**src/rtl/vga_pkg.sv**
```systemverilog
// Shared VGA timing constants and count widths used by the sync generator and the sprite drawers.
package vga_pkg;
    localparam int XMAX      = 800;
    localparam int YMAX      = 525;
    localparam int H_VISIBLE = 640;
    localparam int H_FRONT   = 16;
    localparam int H_SYNC    = 96;
    localparam int H_BACK    = 48;
    localparam int V_VISIBLE = 480;
    localparam int V_FRONT   = 10;
    localparam int V_SYNC    = 2;
    localparam int V_BACK    = 33;
    localparam int CLK_DIV   = 2;

    localparam int H_SYNC_START = H_VISIBLE + H_FRONT;
    localparam int H_SYNC_END   = H_SYNC_START + H_SYNC - 1;
    localparam int V_SYNC_START = V_VISIBLE + V_FRONT;
    localparam int V_SYNC_END   = V_SYNC_START + V_SYNC - 1;

    localparam int X_W = $clog2(XMAX);
    localparam int Y_W = $clog2(YMAX);

    typedef logic [X_W-1:0] x_count_t;
    typedef logic [Y_W-1:0] y_count_t;

    // Inclusive unsigned window test on zero-extended 32-bit values.
    function automatic logic in_range(input logic [31:0] v, input logic [31:0] lo,
                                      input logic [31:0] hi);
        return (v >= lo) && (v <= hi);
    endfunction
endpackage

```
**src/rtl/vga_sync_gen_if.sv**
```systemverilog
// Pixel coordinate / sync bundle from the timing stage to the display path.
interface vga_sync_gen_if
    import vga_pkg::*;
#(
    parameter int XW = X_W,
    parameter int YW = Y_W
);
    logic [XW-1:0] x_count;
    logic [YW-1:0] y_count;
    logic          hsync;
    logic          vsync;
    logic          active;
    logic          pixel_tick;
    logic          frame_start;

    modport master (output x_count, y_count, hsync, vsync, active, pixel_tick, frame_start);
    modport slave  (input  x_count, y_count, hsync, vsync, active, pixel_tick, frame_start);
endinterface

```
**src/rtl/vga_sync_gen_mod_counter.sv**
```systemverilog
// Modulo-MOD counter with enable; at_max flags the terminal count so callers can chain wraps.
module mod_counter
    import vga_pkg::*;
#(
    parameter int MOD = 2,
    parameter int W   = (MOD > 1) ? $clog2(MOD) : 1
) (
    input  logic         i_Clk,
    input  logic         i_Reset,
    input  logic         en,
    output logic [W-1:0] cnt,
    output logic         at_max
);
    assign at_max = (32'(cnt) == 32'(MOD - 1));

    always_ff @(posedge i_Clk or posedge i_Reset) begin
        if (i_Reset)
            cnt <= '0;
        else if (en)
            cnt <= at_max ? '0 : cnt + W'(1);
    end
endmodule

```
**src/rtl/vga_sync_gen.sv**
```systemverilog
// VGA timing generator: pixel-tick divider, X/Y scan counters, sync/active decode, frame strobe.
module vga_sync_gen
    import vga_pkg::*;
#(
    parameter int XMAX      = vga_pkg::XMAX,
    parameter int YMAX      = vga_pkg::YMAX,
    parameter int H_VISIBLE = vga_pkg::H_VISIBLE,
    parameter int H_FRONT   = vga_pkg::H_FRONT,
    parameter int H_SYNC    = vga_pkg::H_SYNC,
    parameter int H_BACK    = vga_pkg::H_BACK,
    parameter int V_VISIBLE = vga_pkg::V_VISIBLE,
    parameter int V_FRONT   = vga_pkg::V_FRONT,
    parameter int V_SYNC    = vga_pkg::V_SYNC,
    parameter int V_BACK    = vga_pkg::V_BACK,
    parameter int CLK_DIV   = vga_pkg::CLK_DIV
) (
    input  logic           i_Clk,
    input  logic           i_Reset,
    vga_sync_gen_if.master vga
);
    localparam int XW    = $clog2(XMAX);
    localparam int YW    = $clog2(YMAX);
    localparam int HS_LO = H_VISIBLE + H_FRONT;
    localparam int HS_HI = HS_LO + H_SYNC - 1;
    localparam int VS_LO = V_VISIBLE + V_FRONT;
    localparam int VS_HI = VS_LO + V_SYNC - 1;

    if (H_VISIBLE + H_FRONT + H_SYNC + H_BACK != XMAX) begin : g_chk_h
        $fatal(1, "horizontal timing does not sum to XMAX");
    end
    if (V_VISIBLE + V_FRONT + V_SYNC + V_BACK != YMAX) begin : g_chk_v
        $fatal(1, "vertical timing does not sum to YMAX");
    end
    if (CLK_DIV < 1) begin : g_chk_div
        $fatal(1, "CLK_DIV must be at least 1");
    end

    logic          tick;
    logic          x_max;
    logic          y_max;
    logic [XW-1:0] x_cnt;
    logic [YW-1:0] y_cnt;
    logic          frame_start;

    if (CLK_DIV > 1) begin : g_div
        logic [$clog2(CLK_DIV)-1:0] div_cnt;
        logic                       unused_div;
        assign unused_div = ^div_cnt;
        mod_counter #(.MOD(CLK_DIV), .W($clog2(CLK_DIV))) u_div (
            .i_Clk(i_Clk), .i_Reset(i_Reset), .en(1'b1), .cnt(div_cnt), .at_max(tick)
        );
    end else begin : g_nodiv
        assign tick = 1'b1;
    end

    mod_counter #(.MOD(XMAX), .W(XW)) u_x (
        .i_Clk(i_Clk), .i_Reset(i_Reset), .en(tick), .cnt(x_cnt), .at_max(x_max)
    );

    mod_counter #(.MOD(YMAX), .W(YW)) u_y (
        .i_Clk(i_Clk), .i_Reset(i_Reset), .en(tick & x_max), .cnt(y_cnt), .at_max(y_max)
    );

    // Registered on the wrap edge, so it lines up with the first (0,0) cycle.
    always_ff @(posedge i_Clk or posedge i_Reset) begin
        if (i_Reset)
            frame_start <= 1'b0;
        else
            frame_start <= tick & x_max & y_max;
    end

    assign vga.x_count     = x_cnt;
    assign vga.y_count     = y_cnt;
    assign vga.hsync       = ~in_range(32'(x_cnt), HS_LO, HS_HI);
    assign vga.vsync       = ~in_range(32'(y_cnt), VS_LO, VS_HI);
    assign vga.active      = (32'(x_cnt) < 32'(H_VISIBLE)) && (32'(y_cnt) < 32'(V_VISIBLE));
    assign vga.pixel_tick  = tick;
    assign vga.frame_start = frame_start;
endmodule

```
**src/flat_wrapper.sv**
```systemverilog
// flat-port wrapper written by rule: the top's interface ports become plain ports
module vga_sync_gen_flat import vga_pkg::*;
#(
    parameter int XMAX      = vga_pkg::XMAX,
    parameter int YMAX      = vga_pkg::YMAX,
    parameter int H_VISIBLE = vga_pkg::H_VISIBLE,
    parameter int H_FRONT   = vga_pkg::H_FRONT,
    parameter int H_SYNC    = vga_pkg::H_SYNC,
    parameter int H_BACK    = vga_pkg::H_BACK,
    parameter int V_VISIBLE = vga_pkg::V_VISIBLE,
    parameter int V_FRONT   = vga_pkg::V_FRONT,
    parameter int V_SYNC    = vga_pkg::V_SYNC,
    parameter int V_BACK    = vga_pkg::V_BACK,
    parameter int CLK_DIV   = vga_pkg::CLK_DIV
)
  (i_Clk, i_Reset, vga_x_count, vga_y_count, vga_hsync, vga_vsync, vga_active, vga_pixel_tick, vga_frame_start);
  vga_sync_gen_if #(.XW(10), .YW(10)) vga_i ();
  input  logic i_Clk;
  input  logic i_Reset;
  output wire logic [$bits(vga_i.x_count)-1:0] vga_x_count;
  output wire logic [$bits(vga_i.y_count)-1:0] vga_y_count;
  output wire logic [$bits(vga_i.hsync)-1:0] vga_hsync;
  output wire logic [$bits(vga_i.vsync)-1:0] vga_vsync;
  output wire logic [$bits(vga_i.active)-1:0] vga_active;
  output wire logic [$bits(vga_i.pixel_tick)-1:0] vga_pixel_tick;
  output wire logic [$bits(vga_i.frame_start)-1:0] vga_frame_start;
  assign vga_x_count = vga_i.x_count;
  assign vga_y_count = vga_i.y_count;
  assign vga_hsync = vga_i.hsync;
  assign vga_vsync = vga_i.vsync;
  assign vga_active = vga_i.active;
  assign vga_pixel_tick = vga_i.pixel_tick;
  assign vga_frame_start = vga_i.frame_start;
  vga_sync_gen #(.XMAX(XMAX), .YMAX(YMAX), .H_VISIBLE(H_VISIBLE), .H_FRONT(H_FRONT), .H_SYNC(H_SYNC), .H_BACK(H_BACK), .V_VISIBLE(V_VISIBLE), .V_FRONT(V_FRONT), .V_SYNC(V_SYNC), .V_BACK(V_BACK), .CLK_DIV(CLK_DIV)) u_core (.i_Clk(i_Clk), .i_Reset(i_Reset), .vga(vga_i));
endmodule
```
**config.mk**
```make
export PLATFORM = sky130hd
export DESIGN_NAME = vga_sync_gen_flat
export DESIGN_NICKNAME = d
export VERILOG_FILES = /design/src/rtl/vga_pkg.sv /design/src/rtl/vga_sync_gen_if.sv /design/src/rtl/vga_sync_gen_mod_counter.sv /design/src/rtl/vga_sync_gen.sv /design/src/flat_wrapper.sv
export SDC_FILE = /design/constraint.sdc
export NUM_CORES = 1
export LEC_CHECK = 0
export CAP_MARGIN = 25
export CORE_MARGIN = 10
export CORE_UTILIZATION = 48
export CTS_CLUSTER_SIZE = 30
export DETAILED_ROUTE_END_ITERATION = 10
export PLACE_DENSITY = 0.76
export SLEW_MARGIN = 20
export SYNTH_ARGS = -nofsm -noshare
export SYNTH_HDL_FRONTEND = slang
export SYNTH_SLANG_ARGS = --single-unit
```
**constraint.sdc**
```tcl
create_clock -name i_Clk -period 2.6 [get_ports i_Clk]
set_input_delay 0.52 -clock i_Clk [delete_from_list [all_inputs] [get_ports i_Clk]]
set_output_delay 0.52 -clock i_Clk [all_outputs]
set_load 0.03 [all_outputs]
```
# Yosys cells after proc, flatten, opt, wreduce, memory -nomap -nowiden
# Index checks and enable logic that the tools add are counted.
# classes
n_addsub	3
n_lt_le_gt_ge	6
n_eq_ne	2
n_mux	3
n_bitwise	4
reduce_logical	3
# op_table
cell	count
10-bit by 1-bit adder with 10-bit output, second input constant	2
10-bit == test, second input constant	2
10-bit two-way mux	2
10-bit greater-or-equal comparator, second input constant	1
10-bit by 9-bit greater-or-equal comparator with 1-bit output, second input constant	1
10-bit less-or-equal comparator, second input constant	1
10-bit by 9-bit less-or-equal comparator with 1-bit output, second input constant	1
10-bit less-than comparator, second input constant	1
10-bit by 9-bit less-than comparator with 1-bit output, second input constant	1
1-bit logical AND	3
1-bit AND	2
1-bit NOT	2
1-bit adder, second input constant	1
1-bit two-way mux	1
# word_totals
regBits	22
inputBits	2
out_inout_bits	25
elab_cells	25

# Depth between registers and ports, before layout
# Gate-level depths: netlist (run 1).
# depth
ltp_word	3
depth_mapped	6
depth_no_buf	6

# Modules after synthesis
# A second synthesis (run 1) with hierarchy kept.
# hier_totals
cells_unflattened	124
hier_area_um2	1194.9
# modules_own_cells
module	instances	cells_each	area_per_inst_um2	seq_area_each_um2
mod_counter at u_core.u_y	1	55	536.8	250.2
mod_counter at u_core.u_x	1	51	510.5	250.2
vga_sync_gen	1	14	102.6	25.0
mod_counter at u_core.g_div.u_div	1	4	45.0	25.0

# Worst setup path before layout (run 1)
# No wires, ideal clock.
# synth_timing
path_kind	reg2reg
startpoint	reg u_core.u_x.cnt[5]
endpoint	reg u_core.u_y.cnt[9]
setup_time_ps	77
arrival_ps	2322
t_required_ps	2523
setup_slack_ps	201
path_stages_with_launch	7
n_path_buf	2
period_less_slack_ps	2399
cell_sequence	dfrtp_1 > or4b_1 > buf_2 > or3_1 > clkbuf_2 > or4_1 > a21oi_1
# synth_via
elab_chain_len	2
# synth_rtl
item	line	text
from (decl)	vga_sync_gen_mod_counter.sv:11	output logic [W-1:0] cnt,
from (signal assigned)	vga_sync_gen_mod_counter.sv:20	cnt <= at_max ? '0 : cnt + W'(1);
10-bit == test	vga_sync_gen_mod_counter.sv:14	assign at_max = (32'(cnt) == 32'(MOD - 1));
1-bit AND	vga_sync_gen.sv:61	.i_Clk(i_Clk), .i_Reset(i_Reset), .en(tick & x_max), .cnt(y_cnt), .at_max(y_max)
to (signal assigned)	vga_sync_gen_mod_counter.sv:20	
to (decl)	vga_sync_gen_mod_counter.sv:11	
# Every way passes these cells.
# A chain may end at the register's enable or synchronous reset.

# Worst setup path after layout (run 1)
# layout_timing
startpoint	reg u_core.u_x.cnt[5]
endpoint	out vga_hsync
# layout_via
elab_chain_len	3
elab_cells_between_ends	4
classes_between	order compare (2); bitwise (1); reduce/logical (1)
# layout_rtl
item	line	text
10-bit greater-or-equal comparator / 10-bit less-or-equal comparator (equally long branches)	vga_pkg.sv:29	return (v >= lo) && (v <= hi);
1-bit logical AND *	vga_pkg.sv:29	
1-bit NOT *	vga_sync_gen.sv:74	assign vga.hsync = ~in_range(32'(x_cnt), HS_LO, HS_HI);
to (decl)	flat_wrapper.sv:22	output wire logic [$bits(vga_i.hsync)-1:0] vga_hsync;
# Every way passes the cells marked *; elsewhere a longest branch is shown, timed or not.

==> results_dict.tcl, run 1 <==
set metrics [dict create \
    yosysUniqueCellTypes 31 \
    cts_buffers 3 \
    vias 1011 \
    ys_warn_count 0 \
    critPathCaptureType "primary output" \
    routedWlPerCell_um 15.8 \
    startpoint_type "flip-flop" \
    diodes 0 \
    slew_viol_final 0 \
    slew_headroom 0.454 \
    status "complete, no violations" \
    initial_core_util 0.513 \
    die_area_um2 4780 \
    power.share.switching 0.190 \
    power.share.combinational 0.013 \
    tightest_slew_ns 0.818 \
    drtIter0Drc 42 \
    maxCapViolations 0 \
    dp_cells 176 \
    cts_root_buf "clkbuf_4" \
    crit_end "vga_hsync" \
    ys_seq_elements 22 \
    worst-path-buf-inv 1 \
    cts_sinks 22 \
    drive_above_1_share 0.0526 \
    timing.final.hold_violations 0 \
    reg2reg_to "u_core.u_y.cnt[9]" \
    ir_drop_mv 0.295 \
    die_w_um 69.1 \
    path_max_fanout 8 \
    grt_max_degree 23 \
    reg2reg_depth 4 \
    rsz0062_at_grt "false" \
    syn_area_um2 1160 \
    power_frac_clock 0.433 \
    syn_inst 122 \
    intPower_mw 0.500 \
    slowest_delay_ns 0.67 \
    coreArea_um2 2250 \
    p_switching_mw 0.117 \
    wirelength_mm 2.84 \
    nFillCells 195 \
    layout_setup_ws_ns 0.282 \
    pre_cts_slack_ns 0.381 \
    hold_ws_ns 0.530 \
    ctsHoldBuffers 0 \
    cp_top_family "buffers and inverters" \
    grt_use_total 0.121 \
    clock_path_buffers 2 \
    ff2ff_setup_slack_ns 0.36 \
    finalSetupTns_ns 0 \
    ys_seq_area_frac 0.476 \
    hpwlAfterDp_mm 2.16 \
    path_class "flip-flop to primary output" \
    ff_latch_area_um2 551 \
    required_ns 2.08 \
    die_h_um 69.1 \
    io_buffer_count 26 \
    htreeDepth 1 \
    slowest_stage "clkdlybuf4s50_1" \
    overflow 0 \
    hp-class "flip-flop to flip-flop" \
    clk_pin_slew_worst_paths_ns 0.13 \
    clock_latency_ns 0.32 \
    pwr-share-seq 0.554 \
    synth_compound_gate_area_share 0.0627 \
    syn_area_per_cell_um2 9.49 \
    drtAntennaViolNets 0 \
    synth_xor_area_frac 0.0984 \
    grt_pass1_wl_mm 4.95 \
    rows 17 \
    rr_startpoint "u_core.u_x.cnt[5]" \
    yosys.area_share.simple 0.266 \
    fin_crit_sh 0.892 \
    finalSetupViolations 0 \
    p_leak_nw 0.628 \
    synth_top_family_by_area "simple AND/OR/NAND/NOR gates" \
    multi_input_area_um2 567 \
    viasPerCell 5.62 \
    gp_congestion 0.805 \
    fin_nets 160 \
    power_mw 0.617 \
    syn2layout_area_growth_pct 31.2 \
    synthMuxAreaShare 0.00865 \
    fin_crit_ns 2.32 \
    crit_chain "nor3_1, nor3_1, nand2_1, clkdlybuf4s50_1" \
    io_pins 27 \
    crit_top_cell "nor3_1" \
    antenna_found_initial 0 \
    arrival_ns 1.80 \
    p_per_area_nw_per_um2 406 \
    drc 0 \
    synth_nets 129 \
    grt_pass1_vias 970 \
    startpoint "u_core.u_x.cnt[5]" \
    cp.depth 4 \
    firstDrtPassIters 4 \
    synthAdderAreaFrac 0.0541 \
    cts_tree "yes" \
    instances_no_fill 180 \
    max_clock_freq_mhz 431 \
    skew_ns 0.0113 \
]
## flip-flops by register name, summed over array words and instances, names as in the netlist
name                       flops
u_core.g_div.u_div.at_max      1
u_core.u_y.cnt                10
u_core.u_x.cnt                10
u_core.vga.frame_start         1
## layout by cell type, fill, tap and decap left out, types with 2 or more instances in the layout
cell type | netlist | final
dfrtp_1 | 22 | 22
buf_4 | 0 | 3
clkbuf_4 | 0 | 3
inv_1 | 7 | 7
or3_1 | 2 | 2
xor2_1 | 4 | 4
a21oi_1 | 2 | 2
nand3_1 | 9 | 9
nor2_1 | 9 | 9
nand2_1 | 12 | 12
xnor2_1 | 9 | 9
clkdlybuf4s50_1 | 0 | 24
nor3_1 | 8 | 8
nand4_1 | 5 | 5
o21ai_0 | 5 | 5
ha_1 | 5 | 5
and3_1 | 4 | 4
dlymetal6s2s_1 | 0 | 2
nor4_1 | 3 | 3
## cells in the mapped netlist (all sizes together)
library cell / count / area, µm²
dfrtp: 22 / 551
nand2: 12 / 45.0
nand3: 9 / 45.0
nor2: 9 / 33.8
xnor2: 9 / 78.8
nor3: 8 / 40.0
inv: 7 / 26.3
ha: 5 / 62.6
nand4: 5 / 31.3
o21ai: 5 / 25.0
and3: 4 / 25.0
xor2: 4 / 35.0
nor4: 3 / 18.8
a21oi: 2 / 10.0
clkbuf: 2 / 8.75
or3: 2 / 12.5
a2bb2oi: 1 / 8.76
and2: 1 / 6.26
buf: 1 / 5.00
mux2i: 1 / 10.0
nor3b: 1 / 7.51
nor4b: 1 / 8.76
nor4bb: 1 / 10.0
o211ai: 1 / 7.51
o21a: 1 / 7.51
o22ai: 1 / 6.26
o31ai: 1 / 7.51
or2: 1 / 6.26
or4: 1 / 7.51
or4b: 1 / 10.0
## power by group through the flow
stage	logic, mW	registers [mW]	clock network, mW
2_1_floorplan	0.00511	0.349	0
3_3_place_gp	0.00834	0.349	0
3_5_place_dp	0.00850	0.349	0
4_1_cts	0.00850	0.342	0.272
5_1_grt	0.00939	0.342	0.289
6_report	0.00784	0.342	0.267
## worst min-delay path by stage
stage                           start                   endpoint  slack [ns]  depth (start not counted)
global placement    u_core.u_y.cnt[7]          u_core.u_y.cnt[7]        0.51                          1
floorplan                     i_Reset  u_core.g_div.u_div.at_max        0.51                          1
CTS                 u_core.u_y.cnt[7]          u_core.u_y.cnt[7]        0.53                          1
finish              u_core.u_y.cnt[7]          u_core.u_y.cnt[7]        0.53                          1
detailed placement  u_core.u_y.cnt[7]          u_core.u_y.cnt[7]        0.51                          1
global route        u_core.u_y.cnt[7]          u_core.u_y.cnt[7]        0.56                          1
## timing repair
action | in CTS | in global routing
buffers inserted | 0 | 0
endpoints found under the setup margin | 0 | 2
gates resized for setup | 0 | 2
## logic make-up after synthesis
family / after synthesis
simple gates: 59
flops: 22
xor+xnor: 13
compound gates: 12
buf+inv: 10
fa+ha+maj: 5
mux: 1
## cell type report
type,instances,share of cell area
tap,28,0.0231
multi-input combinational,90,0.373
timing repair buffer,29,0.189
clock inverter,1,0.0198
inverter,7,0.0173
sequential,22,0.362
clock buffer,3,0.0148
## per-stage QoR
step / area (µm²) / utilization
after floorplan: 1160 / -
after global placement: 1460 / 0.648
after detailed placement: 1460 / 0.648
after CTS: 1510 / 0.671
after global routing: 1520 / 0.674
final: 1520 / 0.674
## layer usage
layer,share of wire,vias up,GRT usage
met5,0,-,0
met4,0.012,0,0.0466
met3,0.052,4,0.0342
met2,0.49,23,0.196
met1,0.44,497,0.148
li1,-,487,-
Note: power is estimated with default switching activity, not from simulation.
==> run 2, diff against run 1 <==
REMOVE_ABC_BUFFERS = 1   (was not set)
==> results_dict.tcl, run 2 (synthesis gave the netlist of run 1 again) <==
set metrics [dict create \
    status "complete, no violations" \
    grt_max_degree 23 \
    clock_path_buffers 2 \
    max_clock_freq_mhz 432 \
    fin_crit_sh 0.890 \
    postCtsSetupBuffers 0 \
    overflow 0 \
    cts_tree "yes" \
    finish.utilization 0.677 \
    viasPerCell 5.60 \
    path_max_fanout 8 \
    slew_headroom 0.636 \
    routed-wl-met3_um 145 \
    fin_crit_ns 2.31 \
    cts_buffers 3 \
    drtIter0Drc 38 \
    grt_pass1_wl_mm 4.76 \
    slew_viol_final 0 \
    startpoint_type "flip-flop" \
    arrival_ns 1.79 \
    cts_root_buf "clkbuf_4" \
    p_leak_nw 0.633 \
    cts_sinks 22 \
    die_h_um 69.1 \
    timing.final.hold_violations 0 \
    clock_latency_ns 0.33 \
    rows 17 \
    maxCapViolations 0 \
    firstDrtPassIters 4 \
    dp_cells 177 \
    startpoint "u_core.u_x.cnt[5]" \
    initial_core_util 0.513 \
    critPathCaptureType "primary output" \
    final_common_cell "clkdlybuf4s50_1" \
    top_layer "met4" \
    grt_pass1_vias 988 \
    ir_drop_mv 0.287 \
    io_pins 27 \
    path_class "flip-flop to primary output" \
    reg.largest.list "u_core.u_x.cnt (10), u_core.u_y.cnt (10)" \
    final_cell_mix "clkdlybuf4s50_1 (24), dfrtp_1 (22), nand2_1 (12)" \
    vias 1014 \
    wl_met2_mm 1.35 \
    skew_ns 0.0113 \
    drc 0 \
    drive_above_1_share 0.0588 \
    drtAntennaViolNets 0 \
    clk_pin_slew_worst_paths_ns 0.13 \
    diodes 0 \
    rsz0062_at_grt "false" \
    power_mw 0.621 \
    required_ns 2.08 \
    wirelength_mm 2.79 \
    antenna_found_initial 0 \
    rr_startpoint "u_core.u_x.cnt[5]" \
    coreArea_um2 2250 \
    gp_congestion 0.818 \
    finalSetupViolations 0 \
    hp-class "input pin to asynchronous set/reset pin" \
    instances_no_fill 181 \
    die_w_um 69.1 \
    routedWlPerCell_um 15.4 \
    finalSetupTns_ns 0 \
    io_buffer_count 26 \
    die_area_um2 4780 \
    hpwlAfterDp_mm 2.12 \
    syn2layout_area_growth_pct 31.9 \
    wl_met1_mm 1.25 \
    htreeDepth 1 \
    p_per_area_nw_per_um2 407 \
    fin_nets 161 \
    tightest_slew_ns 0.542 \
    grt_use_total 0.115 \
]
-- run 2: cell count changes in the layout (fill, tap and decap cells not counted), sizes merged --
cell,change
buf,+1
-- run 2: layer usage --
layer	up-vias	global-route usage
li1	492	-
met1	495	0.148
met2	22	0.168
met3	5	0.0314
met4	0	0.0599
met5	-	0
-- run 2: worst paths after layout --
| path | endpoint | slack, ns | cells past startpoint |
|---|---|---|---|
| max | vga_hsync | 0.29 | 4 |
| min | u_core.u_y.cnt[3] | 0.52 | 3 |
| max reg2reg | u_core.u_y.cnt[9] | 0.36 | 4 |
| min reg2reg | u_core.u_y.cnt[7] | 0.55 | 1 |
| max in group asynchronous | u_core.u_x.cnt[8] | 1.86 | 3 |
| min in group i_Clk | u_core.u_y.cnt[7] | 0.55 | 1 |
-- run 2: timing repair --
action / in CTS / in global routing
gates resized for setup: 0 / 2
setup endpoints to repair: 0 / 2
hold buffers: 0 / 0
-- run 2: layout make-up --
cell class                      instances  area [µm²]
Fill cell                             198         728
Clock buffer                            3        22.5
Tap cell                               28        35.0
Multi-Input combinational cell         90         567
Sequential cell                        22         551
Inverter                                7        26.3
Timing Repair Buffer                   30         295
Clock inverter                          1        30.0
-- run 2: critical path: stages, from the launching register on --
cell and delay, ns:
dfrtp_1 0.47, nor3_1 0.21, nor3_1 0.06, nand2_1 0.07
clkdlybuf4s50_1 0.67
-- run 2: through the flow --
step	cell area [µm²]	setup WS, ns	hold slack (ns)
after global routing	1530	0.166	0.566
after detailed placement	1470	0.390	0.517
after CTS	1520	0.00536	0.530
after global placement	1470	0.441	0.514
final	1530	0.285	0.515
after floorplan	1140	0.242	0.509
-- run 2: power breakdown --
group,total (mW),internal [mW],switching (mW),leakage [nW]
Combinational,0.00904,0.00242,0.00662,0.312
Clock,0.270,0.156,0.114,0.0279
Sequential,0.342,0.342,0,0.293
Total,0.621,0.501,0.120,0.633
